File: config.mk
export PLATFORM = sky130hd
export DESIGN_NAME = fetch_queue
export DESIGN_NICKNAME = d
export VERILOG_FILES = /design/src/rtl/pipe_pkg.sv /design/src/rtl/fetch_queue_mem.sv /design/src/rtl/fetch_queue.sv
export SDC_FILE = /design/constraint.sdc
export NUM_CORES = 1
export LEC_CHECK = 0
export ABC_AREA = 0
export CAP_MARGIN = 10
export CORE_MARGIN = 10
export CORE_UTILIZATION = 50
export CTS_CLUSTER_SIZE = 16
export DETAILED_ROUTE_END_ITERATION = 12
export PLACE_DENSITY = 0.78
export SYNTH_ARGS = -nofsm -noshare
export SYNTH_HDL_FRONTEND = slang
export SYNTH_SLANG_ARGS = --single-unit
File: constraint.sdc
create_clock -name clk -period 3.6 [get_ports clk]
set_clock_uncertainty 0.05 [all_clocks]
set_input_delay 0.72 -clock clk [delete_from_list [all_inputs] [get_ports clk]]
set_output_delay 0.72 -clock clk [all_outputs]
set_load 0.01 [all_outputs]
File: src/rtl/pipe_pkg.sv
// Shared pipeline types for the fetch/decode boundary.
// Holds the decode bubble encoding and the fetch packet that the fetch
// queue stores and the decode stage consumes.
package pipe_pkg;

   localparam int XLEN = 32;

   // addi x0, x0, 0 -- the canonical RISC-V NOP used as a decode bubble
   localparam logic [XLEN-1:0] NOP_INSTR = 32'h0000_0013;

   typedef struct packed {
      logic [XLEN-1:0] instr;
      logic [XLEN-1:0] pc;
      logic [XLEN-1:0] pc_plus4;
   } fetch_pkt_t;

endpackage

File: src/rtl/fetch_queue_mem.sv
// Storage array for the fetch queue: DEPTH fetch packets with one
// synchronous write port and one asynchronous read port. Entries carry no
// reset; occupancy is tracked entirely by the pointer/count logic in the top.
module fetch_queue_mem
   import pipe_pkg::*;
#(
   parameter int DEPTH = 4,
   localparam int AW   = $clog2(DEPTH)
) (
   input  logic          clk,
   input  logic          we,
   input  logic [AW-1:0] waddr,
   input  fetch_pkt_t    wdata,
   input  logic [AW-1:0] raddr,
   output fetch_pkt_t    rdata
);

   fetch_pkt_t mem_q [DEPTH];

   // Capture the incoming packet at the write pointer on a push.
   always_ff @(posedge clk) begin
      if (we) begin
         mem_q[waddr] <= wdata;
      end
   end

   assign rdata = mem_q[raddr];

endmodule

File: src/rtl/fetch_queue.sv
// Fetch queue: circular FIFO decoupling fetch from decode.
// Head entry is presented to decode with a valid/ready handshake; fetch is
// throttled through enableF; a redirect from execute (PCSrcE) empties the
// queue in one cycle and drops that cycle's fetch.
// DATA_WIDTH must equal pipe_pkg::XLEN because entries use fetch_pkt_t.
// Optional build macro FETCH_QUEUE_PERF_EN adds saturating full/empty
// cycle counters exposed as full_cyclesQ and empty_cyclesQ.
module fetch_queue
   import pipe_pkg::*;
#(
   parameter int DATA_WIDTH = 32,
   parameter int DEPTH      = 4
) (
   input  logic                  clk,
   input  logic                  reset,
   input  logic [DATA_WIDTH-1:0] instrF,
   input  logic [DATA_WIDTH-1:0] PCF,
   input  logic [DATA_WIDTH-1:0] PCPlus4F,
   input  logic                  validF,
   output logic                  enableF,
   input  logic                  PCSrcE,
   input  logic                  readyD,
   output logic                  validD,
   output logic [DATA_WIDTH-1:0] instrD,
   output logic [DATA_WIDTH-1:0] PCD,
   output logic [DATA_WIDTH-1:0] PCPlus4D
`ifdef FETCH_QUEUE_PERF_EN
   ,
   output logic [31:0]           full_cyclesQ,
   output logic [31:0]           empty_cyclesQ
`endif
);

   localparam int AW = $clog2(DEPTH);
   localparam int CW = AW + 1;
   localparam logic [CW-1:0] FULL_CNT = CW'(DEPTH);

   logic [AW-1:0] wr_ptr_q, wr_ptr_d;
   logic [AW-1:0] rd_ptr_q, rd_ptr_d;
   logic [CW-1:0] count_q,  count_d;
   logic          push, pop;
   fetch_pkt_t    wr_pkt, head_pkt;

   // Handshakes: both depend only on registered state plus the redirect, so
   // readyD never reaches enableF and validF never reaches validD.
   assign enableF = (count_q != FULL_CNT) && !PCSrcE;
   assign validD  = (count_q != '0);
   assign push    = validF && enableF;
   assign pop     = validD && readyD && !PCSrcE;

   assign wr_pkt = '{instr: instrF, pc: PCF, pc_plus4: PCPlus4F};

   fetch_queue_mem #(
      .DEPTH(DEPTH)
   ) u_mem (
      .clk  (clk),
      .we   (push),
      .waddr(wr_ptr_q),
      .wdata(wr_pkt),
      .raddr(rd_ptr_q),
      .rdata(head_pkt)
   );

   // Next pointer/count state; a redirect overrides any push or pop.
   always_comb begin
      wr_ptr_d = wr_ptr_q;
      rd_ptr_d = rd_ptr_q;
      count_d  = count_q;
      if (PCSrcE) begin
         wr_ptr_d = '0;
         rd_ptr_d = '0;
         count_d  = '0;
      end else begin
         if (push) wr_ptr_d = wr_ptr_q + AW'(1);
         if (pop)  rd_ptr_d = rd_ptr_q + AW'(1);
         if (push && !pop)      count_d = count_q + CW'(1);
         else if (pop && !push) count_d = count_q - CW'(1);
      end
   end

   // Occupancy state register with asynchronous clear.
   always_ff @(posedge clk or negedge reset) begin
      if (!reset) begin
         wr_ptr_q <= '0;
         rd_ptr_q <= '0;
         count_q  <= '0;
      end else begin
         wr_ptr_q <= wr_ptr_d;
         rd_ptr_q <= rd_ptr_d;
         count_q  <= count_d;
      end
   end

   // Present the head entry, or a NOP bubble when the queue is empty.
   always_comb begin
      instrD   = NOP_INSTR;
      PCD      = '0;
      PCPlus4D = '0;
      if (validD) begin
         instrD   = head_pkt.instr;
         PCD      = head_pkt.pc;
         PCPlus4D = head_pkt.pc_plus4;
      end
   end

`ifdef FETCH_QUEUE_PERF_EN
   logic [31:0] full_cycles_q;
   logic [31:0] empty_cycles_q;

   // Saturating full/empty occupancy counters; redirect cycles are not counted.
   always_ff @(posedge clk or negedge reset) begin
      if (!reset) begin
         full_cycles_q  <= '0;
         empty_cycles_q <= '0;
      end else if (!PCSrcE) begin
         if ((count_q == FULL_CNT) && (full_cycles_q != '1)) begin
            full_cycles_q <= full_cycles_q + 32'd1;
         end
         if ((count_q == '0) && (empty_cycles_q != '1)) begin
            empty_cycles_q <= empty_cycles_q + 32'd1;
         end
      end
   end

   assign full_cyclesQ  = full_cycles_q;
   assign empty_cyclesQ = empty_cycles_q;
`endif

endmodule

# Yosys cells after proc, flatten, opt, wreduce, memory -nomap -nowiden
# Memory sizes are Yosys's and may differ from the RTL's.
# Index checks and enable logic that the tools add are counted.
# classes
n_addsub	4
n_eq_ne	1
n_mux	12
reduce_logical	13
# ops
cell	count
$mux W32	3
$mux W3	3
$mux W2	4
$logic_and A1 B1 Y1	6
$reduce_bool A3 Y1	2
$add A2 B1 Y2 const B	2
$reduce_bool A2 Y1	2
$add A3 B1 Y3 const B	1
$logic_not A1 Y1	3
$ne A3 B3 Y1 const B	1
$sub A3 B1 Y3 const B	1
$mux W1	2
# word_totals
register_bits	7
mem_bits_rw	384
input_bits	101
output_inout_bits	98
word_cells	34
memories	1
# memory_table
memory	depth	word_bits	read_ports	rd_ports_with_merged_regs	write_ports	line_no	source
u_mem.mem_q	4	96	1	0	1	fetch_queue_mem.sv:18	fetch_pkt_t mem_q [DEPTH];

# Longest topological paths before layout
# Gate-level depths: netlist (run 1).
# depth
word_depth	8
depth_mapped	8
depth_no_buf	7

# By module
# From an unflattened synthesis (run 1), not the netlist that was laid out.
# hier_totals
hier_cells	668
area_unflattened_um2	15051.9
# by_module_without_submodules
module	n_inst	cells_per_inst	area_each_um2	seq_area_each_um2
fetch_queue_mem	1	506	13874.6	11531.1
fetch_queue	1	162	1177.4	175.2

# Worst setup path after synthesis (run 1)
# Ideal clock, no wire load.
# synth_timing
path_kind	input -> register
from	in validF
to	mem u_mem.mem_q[0][0] (netlist bit) (enable)
setup_ps	466
t_arrival_ps	3569
required_time_ps	3084
setup_slack_ps	-484
cell_stages	4
path_buffers	1
cell_sequence	buf_2 -> inv_1 -> nor3_1 -> and2_1
# synth_between
elab_chain_cells	3
# synth_lines
item	line_no	source
from (decl)	fetch_queue.sv:19	input logic validF,
$logic_and A1 B1 Y1	fetch_queue.sv:48	assign push = validF && enableF;
$mux W1	fetch_queue_mem.sv:22	if (we) begin
$mux W1 (implied by the code)	fetch_queue_mem.sv:23	mem_q[waddr] <= wdata;
to (decl)	fetch_queue_mem.sv:18	
# Every way passes these cells.

# Worst setup path after layout (run 1)
# layout_timing
from	reg count_q[1]
to	out instrD[5]
# layout_between
elab_chain_cells	2
# layout_lines
item	line_no	source
from (decl)	fetch_queue.sv:40	logic [CW-1:0] count_q, count_d;
from (signal assigned)	fetch_queue.sv:90	count_q <= count_d;
$reduce_bool A3 Y1	fetch_queue.sv:47	assign validD = (count_q != '0);
$mux W32	fetch_queue.sv:99	if (validD) begin
to (decl)	fetch_queue.sv:24	output logic [DATA_WIDTH-1:0] instrD,
# Every way passes these cells.

==> results of run 1 <==
-- final timing paths --
path / startpoint / end / slack [ns] / depth (start not counted)
max: count_q[1]$_DFFE_PN0P_ / instrD[5] / 0.20 / 5
min: reset / count_q[0]$_DFFE_PN0P_ / 0.43 / 1
max reg2reg: count_q[1]$_DFFE_PN0P_ / count_q[1]$_DFFE_PN0P_ / 0.90 / 7
min reg2reg: wr_ptr_q[0]$_DFFE_PN0P_ / wr_ptr_q[0]$_DFFE_PN0P_ / 0.56 / 2
max in group asynchronous: reset / rd_ptr_q[0]$_DFFE_PN0P_ / 2.79 / 1
min in group clk: wr_ptr_q[0]$_DFFE_PN0P_ / wr_ptr_q[0]$_DFFE_PN0P_ / 0.56 / 2
-- layout make-up --
type                       instances  area [um2]  area share
antenna                            2        5.00    0.000265
clock buffer                      54        1050      0.0557
clock inverter                    18         149     0.00788
inverter                           8        30.0     0.00159
multi-input combinational        241        3140       0.166
sequential                       391       11700       0.620
tap                              390         488      0.0258
timing repair buffer             221        2330       0.123
-- state kept, by name, indices dropped and copies added, names as in the netlist --
name         cells
u_mem.mem_q    384
count_q          3
rd_ptr_q         2
wr_ptr_q         2
-- cell families (layout without fill, tap and decap cells) --
| group | count (synthesis) | in the layout |
|---|---|---|
| buf+inv | 45 | 301 |
| fa+ha+maj | 5 | 5 |
| xor+xnor | 2 | 2 |
| other cells | 0 | 2 |
| compound gates | 17 | 17 |
| mux | 98 | 98 |
| flops | 391 | 391 |
| simple gates | 119 | 119 |
-- synth_stat cells (2+ instances only) --
master	n
edfxtp_1	384
and2_1	99
mux4_2	96
clkbuf_1	17
buf_2	14
inv_1	8
dfrtp_1	7
nor2_1	6
ha_1	4
a21oi_1	3
o21ai_0	3
or2_1	3
a311oi_1	2
a31o_2	2
buf_6	2
buf_8	2
mux2_2	2
nand2_1	2
nor3b_1	2
xor2_1	2
-- worst register-to-register path: stages (launching register included) --
cell and delay [ns]:
dfrtp_1 0.51, nor3b_1 0.46, nor3_1 0.12, and2_1 0.17, fa_1 0.55, nor3b_1 0.07
a2111oi_0 0.52, a311oi_1 0.10
-- cells in the final DEF (no fill, tap or decap), types with 2 or more instances in the layout --
cell type,n
a21oi_1,3
a311oi_1,2
a31o_2,2
and2_1,95
and2_4,4
buf_12,14
buf_4,9
bufinv_16,2
clkbuf_1,14
clkbuf_16,40
clkdlybuf4s50_1,198
clkinv_1,8
clkinv_2,5
dfrtp_1,5
dfrtp_4,2
diode_2,2
edfxtp_1,384
ha_1,4
inv_1,7
mux2_2,2
mux4_2,96
nand2_1,2
nor2_1,6
nor3b_1,2
o21ai_0,3
or2_1,3
xor2_1,2
-- layer usage --
| layer | part of all wire | routed length (um) | GRT usage | vias up |
|---|---|---|---|---|
| li1 | - | - | - | 3208 |
| met1 | 0.42 | 12900 | 0.215 | 3721 |
| met2 | 0.50 | 15300 | 0.265 | 205 |
| met3 | 0.061 | 1880 | 0.0391 | 49 |
| met4 | 0.022 | 665 | 0.0429 | 0 |
| met5 | 0 | 0 | 0 | - |
-- power by group through the flow --
stage / Combinational [mW] / Sequential [mW] / Clock (mW)
final: 3.44 / 5.34 / 3.79
after global routing: 3.72 / 5.36 / 4.05
after CTS: 3.54 / 5.35 / 3.87
after detailed placement: 3.52 / 5.44 / 0
after global placement: 3.49 / 5.42 / 0
after floorplan: 1.87 / 5.38 / 0
-- metrics by stage --
| step | cells | setup slack, ns | util | hold WS, ns | total power, mW |
|---|---|---|---|---|---|
| after CTS | 1323 | 0.163 | 0.636 | 0.412 | 12.8 |
| after floorplan | 677 | 0.561 | - | 0.374 | 7.25 |
| after global routing | 1324 | 0.0283 | 0.636 | 0.430 | 13.1 |
| after global placement | 1251 | 0.540 | 0.596 | 0.546 | 8.91 |
| final | 1325 | 0.203 | 0.636 | 0.427 | 12.6 |
| after detailed placement | 1251 | 0.388 | 0.596 | 0.563 | 8.96 |
==> flow_summary_export.csv, run 1 <==
group,metric,value,unit
outcome,status,"finished clean",
clocking,insertion_delay,0.51,ns
sta,rsz0062_at_grt,"no",
sta,worst_slew_pin_slew,0.520,ns
grt,grt_first_pass_wirelength,48100,um
synth,synth.cell_area,0.0151,mm2
synth,synth_edf_count,384,
place,hpwlAfterDp,19100,um
synth,synth_nets,783,
synth,synthMuxAreaShare,0.145,
synth,syn_inst,677,
synth,synthSimpleGateAreaFrac,0.0487,
synth,async_flop_share,0.0179,
grt,antenna_found_initial,2,
clocking,post_cts_resize_count,0,
synth,synth_compound_area_frac,0.00806,
critical_path,worst_path_max_delay_cell,"dfrtp_1",
finish,final_area,0.0189,mm2
synth,yosys.area_share.xor_xnor,0.00116,
power_and_ir_drop,ir_worst_vdd,0.534,mV
floorplanning,start_util,0.507,
sta,min_period_over_period,0.943,
sta,setup_viol,0,
floorplanning,fp.dieW,194,um
sta,setup_tns,0,ns
synth,yosysSeqAreaShare,0.777,
detailed_routing,first_iter_violations,574,
finish,finalNetCount,1008,
power_and_ir_drop,switching_share,0.255,
clocking,cts.clk_slew.worst_paths,0.06,ns
floorplanning,die_area,0.0375,mm2
sta,period_minus_slack,3.40,ns
floorplanning,core-area,0.0297,mm2
detailed_routing,via_per_inst,5.42,
synth,synth_fa_ha_area_frac,0.00465,
synth,synth_largest_area_cell,"edfxtp_1",
critical_path,max_stage_delay,0.57,ns
grt,grt_pass1_vias,7994,
synth,synth_seq_cells,391,
synth,synth_ff_type,"edfxtp_1",
sta,fmax,294,MHz
critical_path,cp.arrival,2.63,ns
power_and_ir_drop,switching_power,3.21,mW
critical_path,path_buf_inv,3,
detailed_routing,dr_total_vias,7183,
synth,synth_top_family_by_area,"multiplexers",
clocking,clock-sinks,391,
sta,finalHoldViolations,0,
clocking,cts_buffers,39,
power_and_ir_drop,leakage,6.01,nW
grt,gr-total-overflow,0,
place,io_buffers,198,
finish,fill_cells,2027,
grt,grt_usage,0.162,
finish,drive_gt1_frac,0.196,
clocking,post_cts_buffers,0,
grt,grt_max_degree,74,
detailed_routing,wire_per_inst,23.2,um
finish,area_growth,25.5,%
power_and_ir_drop,p_per_area,665,mW/mm2
clocking,cts_hold_buf,0,
critical_path,cp_top_family,"buffers and inverters",
flow_run,maxCapViolCount,0,
critical_path,critPathMaxFanout,30,
floorplanning,pin_count,199,
sta,slew_headroom,0.645,
clocking,cts_buffer_depth,3,
floorplanning,num_rows,63,
critical_path,cp-start-kind,"flip-flop",
clocking,cts_tree,"built",
place,placed_cell_area,0.0177,mm2
detailed_routing,post-route-drc-count,0,
detailed_routing,ant_nets,0,
place,place_congestion,0.763,
clocking,htree_levels,2,
synth,synthTopCellsByArea,"edfxtp_1 (77%), mux4_2 (14%), and2_1 (4.1%), dfrtp_1 (1.2%), buf_2 (0.47%)",
detailed_routing,first_pass_iters,5,
synth,synth_cell_types,37,
critical_path,cp-end-kind,"output port",
power_and_ir_drop,pwr-share-clk,0.301,
sta,maxSlewViolCount,0,
critical_path,cp_data_required_time,2.83,ns
hold_path,hp-class,"in -> async",
detailed_routing,wirelength,30700,um
floorplanning,die_h,194,um
critical_path,path_cells,"nor3_2 > inv_2 > buf_4 > and2_1 > clkdlybuf4s50_1",
synth,synth.top_cell.area_share,0.766,
power_and_ir_drop,power_frac_comb,0.274,
power_and_ir_drop,p_int,9.36,mW
synth,yosys_warnings,0,
power_and_ir_drop,seq_power_share,0.425,
synth,syn_avg_cell_area,22.2,um2
critical_path,path_class,"reg -> out",
clocking,cts_root_buffer,"clkbuf_16",
Power figures use the tool's default switching activity.
==> run 2, diff against run 1 <==
--- a/config.mk
+++ b/config.mk
@@ -7,7 +7,7 @@
 export LEC_CHECK = 0
 export ABC_AREA = 0
 export CAP_MARGIN = 10
-export CORE_MARGIN = 10
+export CORE_MARGIN = 2
 export CORE_UTILIZATION = 50
 export CTS_CLUSTER_SIZE = 16
 export DETAILED_ROUTE_END_ITERATION = 12
==> flow_summary_export.csv, run 2 (synthesized netlist as in run 1, its figures left out) <==
group,metric,value,unit
sta,maxSlewViolCount,0,
clocking,cts_tree,"built",
finish,regMostFlops,"u_mem.mem_q",
finish,area_growth,26.8,%
sta,fmax,290,MHz
critical_path,cp-start-kind,"flip-flop",
finish,fill_cells,2005,
detailed_routing,wirelength,29400,um
detailed_routing,via_per_inst,5.56,
finish,multi_input_area,0.00314,mm2
critical_path,critPathMaxFanout,14,
power_and_ir_drop,leakage,6.10,nW
place,io_buffers,198,
clocking,cts_buffers,41,
finish,finalNetCount,1019,
detailed_routing,first_pass_iters,6,
place,place_congestion,0.712,
clocking,cts.clk_slew.worst_paths,0.06,ns
finish,seq_area,0.0117,mm2
floorplanning,core-area,0.0296,mm2
finish,final_common_cell,"edfxtp_1",
grt,grt_max_degree,53,
critical_path,cp-end-kind,"output port",
clocking,htree_levels,2,
critical_path,cp.arrival,2.68,ns
sta,worst_slew_pin_slew,0.544,ns
clocking,cts_buffer_depth,3,
place,hpwlAfterDp,17900,um
detailed_routing,wire_per_inst,22.1,um
grt,grt_first_pass_wirelength,44600,um
finish,largest_reg_flops,384,
floorplanning,die_area,0.0315,mm2
grt,grt_usage,0.188,
clocking,clock-sinks,391,
detailed_routing,first_iter_violations,575,
sta,setup_viol,0,
sta,finalHoldViolations,0,
floorplanning,fp.dieW,178,um
power_and_ir_drop,p_total,12.8,mW
sta,slew_headroom,0.636,
sta,rsz0062_at_grt,"no",
finish,mostFrequentLayoutCells,"edfxtp_1 (384), clkdlybuf4s50_1 (198), mux4_2 (96)",
outcome,status,"finished clean",
detailed_routing,ant_nets,0,
detailed_routing,dr_total_vias,7411,
sta,period_minus_slack,3.45,ns
grt,grt_pass1_vias,7807,
sta,min_period_over_period,0.958,
sta,setup_tns,0,ns
power_and_ir_drop,p_per_area,672,mW/mm2
hold_path,hp-class,"in -> async",
grt,antenna_found_initial,1,
floorplanning,num_rows,63,
clocking,insertion_delay,0.51,ns
flow_run,maxCapViolCount,0,
clocking,cts_root_buffer,"clkbuf_16",
clocking,post_cts_resize_count,0,
floorplanning,start_util,0.508,
critical_path,cp_data_required_time,2.83,ns
detailed_routing,post-route-drc-count,0,
finish,drive_gt1_frac,0.210,
floorplanning,pin_count,199,
grt,gr-total-overflow,0,
critical_path,path_class,"reg -> out",
finish,reg.largest.list,"u_mem.mem_q: 384 flops, count_q: 3 flops",
power_and_ir_drop,ir_worst_vdd,0.445,mV
clocking,cts_hold_buf,0,
floorplanning,die_h,178,um
## run 2: where the power goes
group          internal [mW]  total [mW]  switching (mW)
Combinational           1.96        3.44            1.48
Clock                   2.38        4.01            1.63
Sequential              5.24        5.38           0.137
Total                   9.58        12.8            3.24
## run 2: final timing paths
path	start	end	slack, ns	cells past startpoint
setup / recovery	rd_ptr_q[0]$_DFFE_PN0P_	PCD[28]	0.15	4
hold reg to reg	wr_ptr_q[0]$_DFFE_PN0P_	wr_ptr_q[0]$_DFFE_PN0P_	0.58	2
max in group asynchronous	reset	rd_ptr_q[0]$_DFFE_PN0P_	2.78	1
setup reg to reg	count_q[1]$_DFFE_PN0P_	count_q[1]$_DFFE_PN0P_	0.78	8
hold / removal	reset	count_q[0]$_DFFE_PN0P_	0.43	1
min in group clk	wr_ptr_q[0]$_DFFE_PN0P_	wr_ptr_q[0]$_DFFE_PN0P_	0.58	2
## run 2: layout make-up
| class | count | share of cell area |
|---|---|---|
| well taps | 390 | 0.0256 |
| diodes | 1 | 0.000131 |
| multi-input cells | 241 | 0.164 |
| inverters | 8 | 0.00157 |
| flip-flops and latches | 391 | 0.614 |
| clock inverters | 24 | 0.0116 |
| clock buffers | 49 | 0.0553 |
| repair buffers | 230 | 0.128 |
## run 2: worst max-delay path, cell delays in order (launching register included)
cell,delay [ns]
dfrtp_4,0.68
buf_4,0.31
mux4_2,0.54
and2_1,0.17
clkdlybuf4s50_1,0.47
## run 2: layer usage
| layer | global-route usage | part of all wire |
|---|---|---|
| met3 | 0.0371 | 0.062 |
| met4 | 0.0464 | 0.018 |
| met5 | 0 | 0 |
| met1 | 0.267 | 0.44 |
| met2 | 0.303 | 0.48 |
## run 2: per-stage QoR
step	utilization	instance area, um2	worst slack (ns)	hold WS (ns)	cells
2_1_floorplan	-	15100	0.561	0.374	677
3_3_place_gp	0.600	17800	0.491	0.551	1259
3_5_place_dp	0.600	17800	0.422	0.555	1259
4_1_cts	0.644	19100	0.117	0.435	1333
5_1_grt	0.644	19100	0.0494	0.441	1333
6_report	0.644	19100	0.150	0.433	1334
## run 2: what timing repair did
item                                    CTS  global route
endpoints found under the hold margin     0             0
buffers inserted                          1             0
endpoints found under the setup margin   26             0
==> run 3, diff against run 2 <==
--- a/config.mk
+++ b/config.mk
@@ -9,7 +9,7 @@
 export CAP_MARGIN = 10
 export CORE_MARGIN = 2
 export CORE_UTILIZATION = 50
-export CTS_CLUSTER_SIZE = 16
+export CTS_CLUSTER_SIZE = 10
 export DETAILED_ROUTE_END_ITERATION = 12
 export PLACE_DENSITY = 0.78
 export SYNTH_ARGS = -nofsm -noshare
==> flow_summary_export.csv, run 3 (synthesized netlist as in run 1, its figures left out) <==
group,metric,value,unit
grt,grt_pass1_vias,7775,
detailed_routing,first_pass_iters,5,
finish,area_growth,26.5,%
critical_path,reg2reg_depth,8,
detailed_routing,first_iter_violations,579,
grt,grt_usage,0.186,
grt,grt_max_degree,53,
clocking,cts_tree,"built",
critical_path,worstReg2RegStart,"count_q[1]$_DFFE_PN0P_",
grt,antenna_found_initial,0,
place,io_buffers,198,
finish,final_common_cell,"edfxtp_1",
clocking,post_cts_resize_count,0,
critical_path,path_buf_inv,2,
finish,final_area,0.0191,mm2
clocking,insertion_delay,0.52,ns
critical_path,cp.arrival,2.68,ns
critical_path,worst_path_max_delay_cell,"dfrtp_4",
critical_path,regToRegSetupSlack,0.85,ns
clocking,cts_root_buffer,"clkbuf_16",
sta,maxSlewViolCount,0,
detailed_routing,ant_nets,0,
flow_run,maxCapViolCount,0,
place,place_congestion,0.712,
floorplanning,start_util,0.508,
critical_path,path_cells,"buf_4 > mux4_2 > and2_1 > clkdlybuf4s50_1",
place,place_ws,0.422,ns
clocking,cts_buffers,45,
sta,slew_headroom,0.675,
finish,mostFrequentLayoutCells,"edfxtp_1 (384), clkdlybuf4s50_1 (198), mux4_2 (96)",
detailed_routing,wirelength,29100,um
sta,fmax,290,MHz
critical_path,cp_data_required_time,2.83,ns
critical_path,cp_top_family,"buffers and inverters",
finish,regMostFlops,"u_mem.mem_q",
clocking,htree_levels,2,
sta,rsz0062_at_grt,"no",
detailed_routing,via_per_inst,5.56,
grt,grt_first_pass_wirelength,44200,um
detailed_routing,post-route-drc-count,0,
clocking,clock-sinks,391,
sta,period_minus_slack,3.45,ns
sta,setup_tns,0,ns
power_and_ir_drop,leakage,6.09,nW
critical_path,cp-start-kind,"flip-flop",
power_and_ir_drop,ir_worst_vdd,0.371,mV
finish,reg.largest.list,"u_mem.mem_q: 384 flops, count_q: 3 flops",
floorplanning,die_area,0.0315,mm2
detailed_routing,dr_total_vias,7345,
sta,worst_slew_pin_slew,0.487,ns
finish,largest_reg_flops,384,
sta,min_period_over_period,0.958,
floorplanning,fp.dieW,178,um
floorplanning,num_rows,63,
detailed_routing,wire_per_inst,22.1,um
power_and_ir_drop,p_total,12.7,mW
floorplanning,die_h,178,um
floorplanning,pin_count,199,
critical_path,rr_endpoint,"count_q[1]$_DFFE_PN0P_",
clocking,cts.clk_slew.worst_paths,0.05,ns
finish,finalNetCount,1023,
finish,fill_cells,2013,
critical_path,critPathMaxFanout,14,
clocking,cts_buffer_depth,3,
sta,setup_viol,0,
place,hpwlAfterDp,17900,um
finish,antenna_cells,0,
floorplanning,core-area,0.0296,mm2
grt,gr-total-overflow,0,
critical_path,path_class,"reg -> out",
sta,setup_slack,0.152,ns
outcome,status,"finished clean",
power_and_ir_drop,p_per_area,668,mW/mm2
sta,finalHoldViolations,0,
critical_path,cp-end-kind,"output port",
place,placed_cell_area,0.0178,mm2
hold_path,hp-class,"in -> async",
finish,drive_gt1_frac,0.205,
critical_path,max_stage_delay,0.67,ns
-- run 3: cell count changes in the layout (fill, tap and decap cells not counted), moves of 2 or more --
cell / before / now
clkinv_1: 9 / 1
clkinv_2: 7 / 0
clkbuf_16: 41 / 47
bufinv_16: 4 / 0
clkbuf_1: 8 / 11
clkinvlp_4: 2 / 0
-- run 3: worst max path at each step --
stage	startpoint	to	slack (ns)	cells after the start
finish	rd_ptr_q[0]$_DFFE_PN0P_	PCD[28]	0.15	4
global route	rd_ptr_q[0]$_DFFE_PN0P_	PCD[28]	0.04	4
CTS	rd_ptr_q[0]$_DFFE_PN0P_	PCD[20]	0.11	4
detailed placement	validF	count_q[1]$_DFFE_PN0P_	0.42	9
global placement	validF	count_q[1]$_DFFE_PN0P_	0.49	9
floorplan	validF	u_mem.mem_q[0][0]$_DFFE_PP_	0.56	4
-- run 3: per-stage QoR --
stage,hold WS (ns),instances,utilization
global route,0.429,1321,0.643
finish,0.421,1321,0.643
CTS,0.421,1321,0.643
detailed placement,0.555,1259,0.600
floorplan,0.374,677,-
global placement,0.551,1259,0.600
-- run 3: power breakdown --
part           switching, mW  leakage [nW]  internal [mW]
Sequential             0.136          3.57           5.25
Clock                   1.57         0.605           2.35
Combinational           1.47          1.91           1.96
-- run 3: area by class of cell --
cell class,instances,area (um2),share of cell area
clock buffer,59,1230,0.0646
clock inverter,2,12.5,0.000657
inverter,8,30.0,0.00158
multi-input combinational,241,3140,0.165
sequential,391,11700,0.615
tap,390,488,0.0256
timing repair buffer,230,2440,0.128
-- run 3: per-layer routing --
layer	global-route usage	vias up	wire length, um
met3	0.0371	29	1900
met4	0.0420	0	418
met5	0	-	0
li1	-	3224	-
met1	0.268	3803	12700
met2	0.297	289	14200
-- run 3: what timing repair did --
item / 4_1_cts / 5_1_grt
endpoints found under the setup margin: 27 / 0
buffers inserted: 1 / 0
hold buffers: 0 / 0
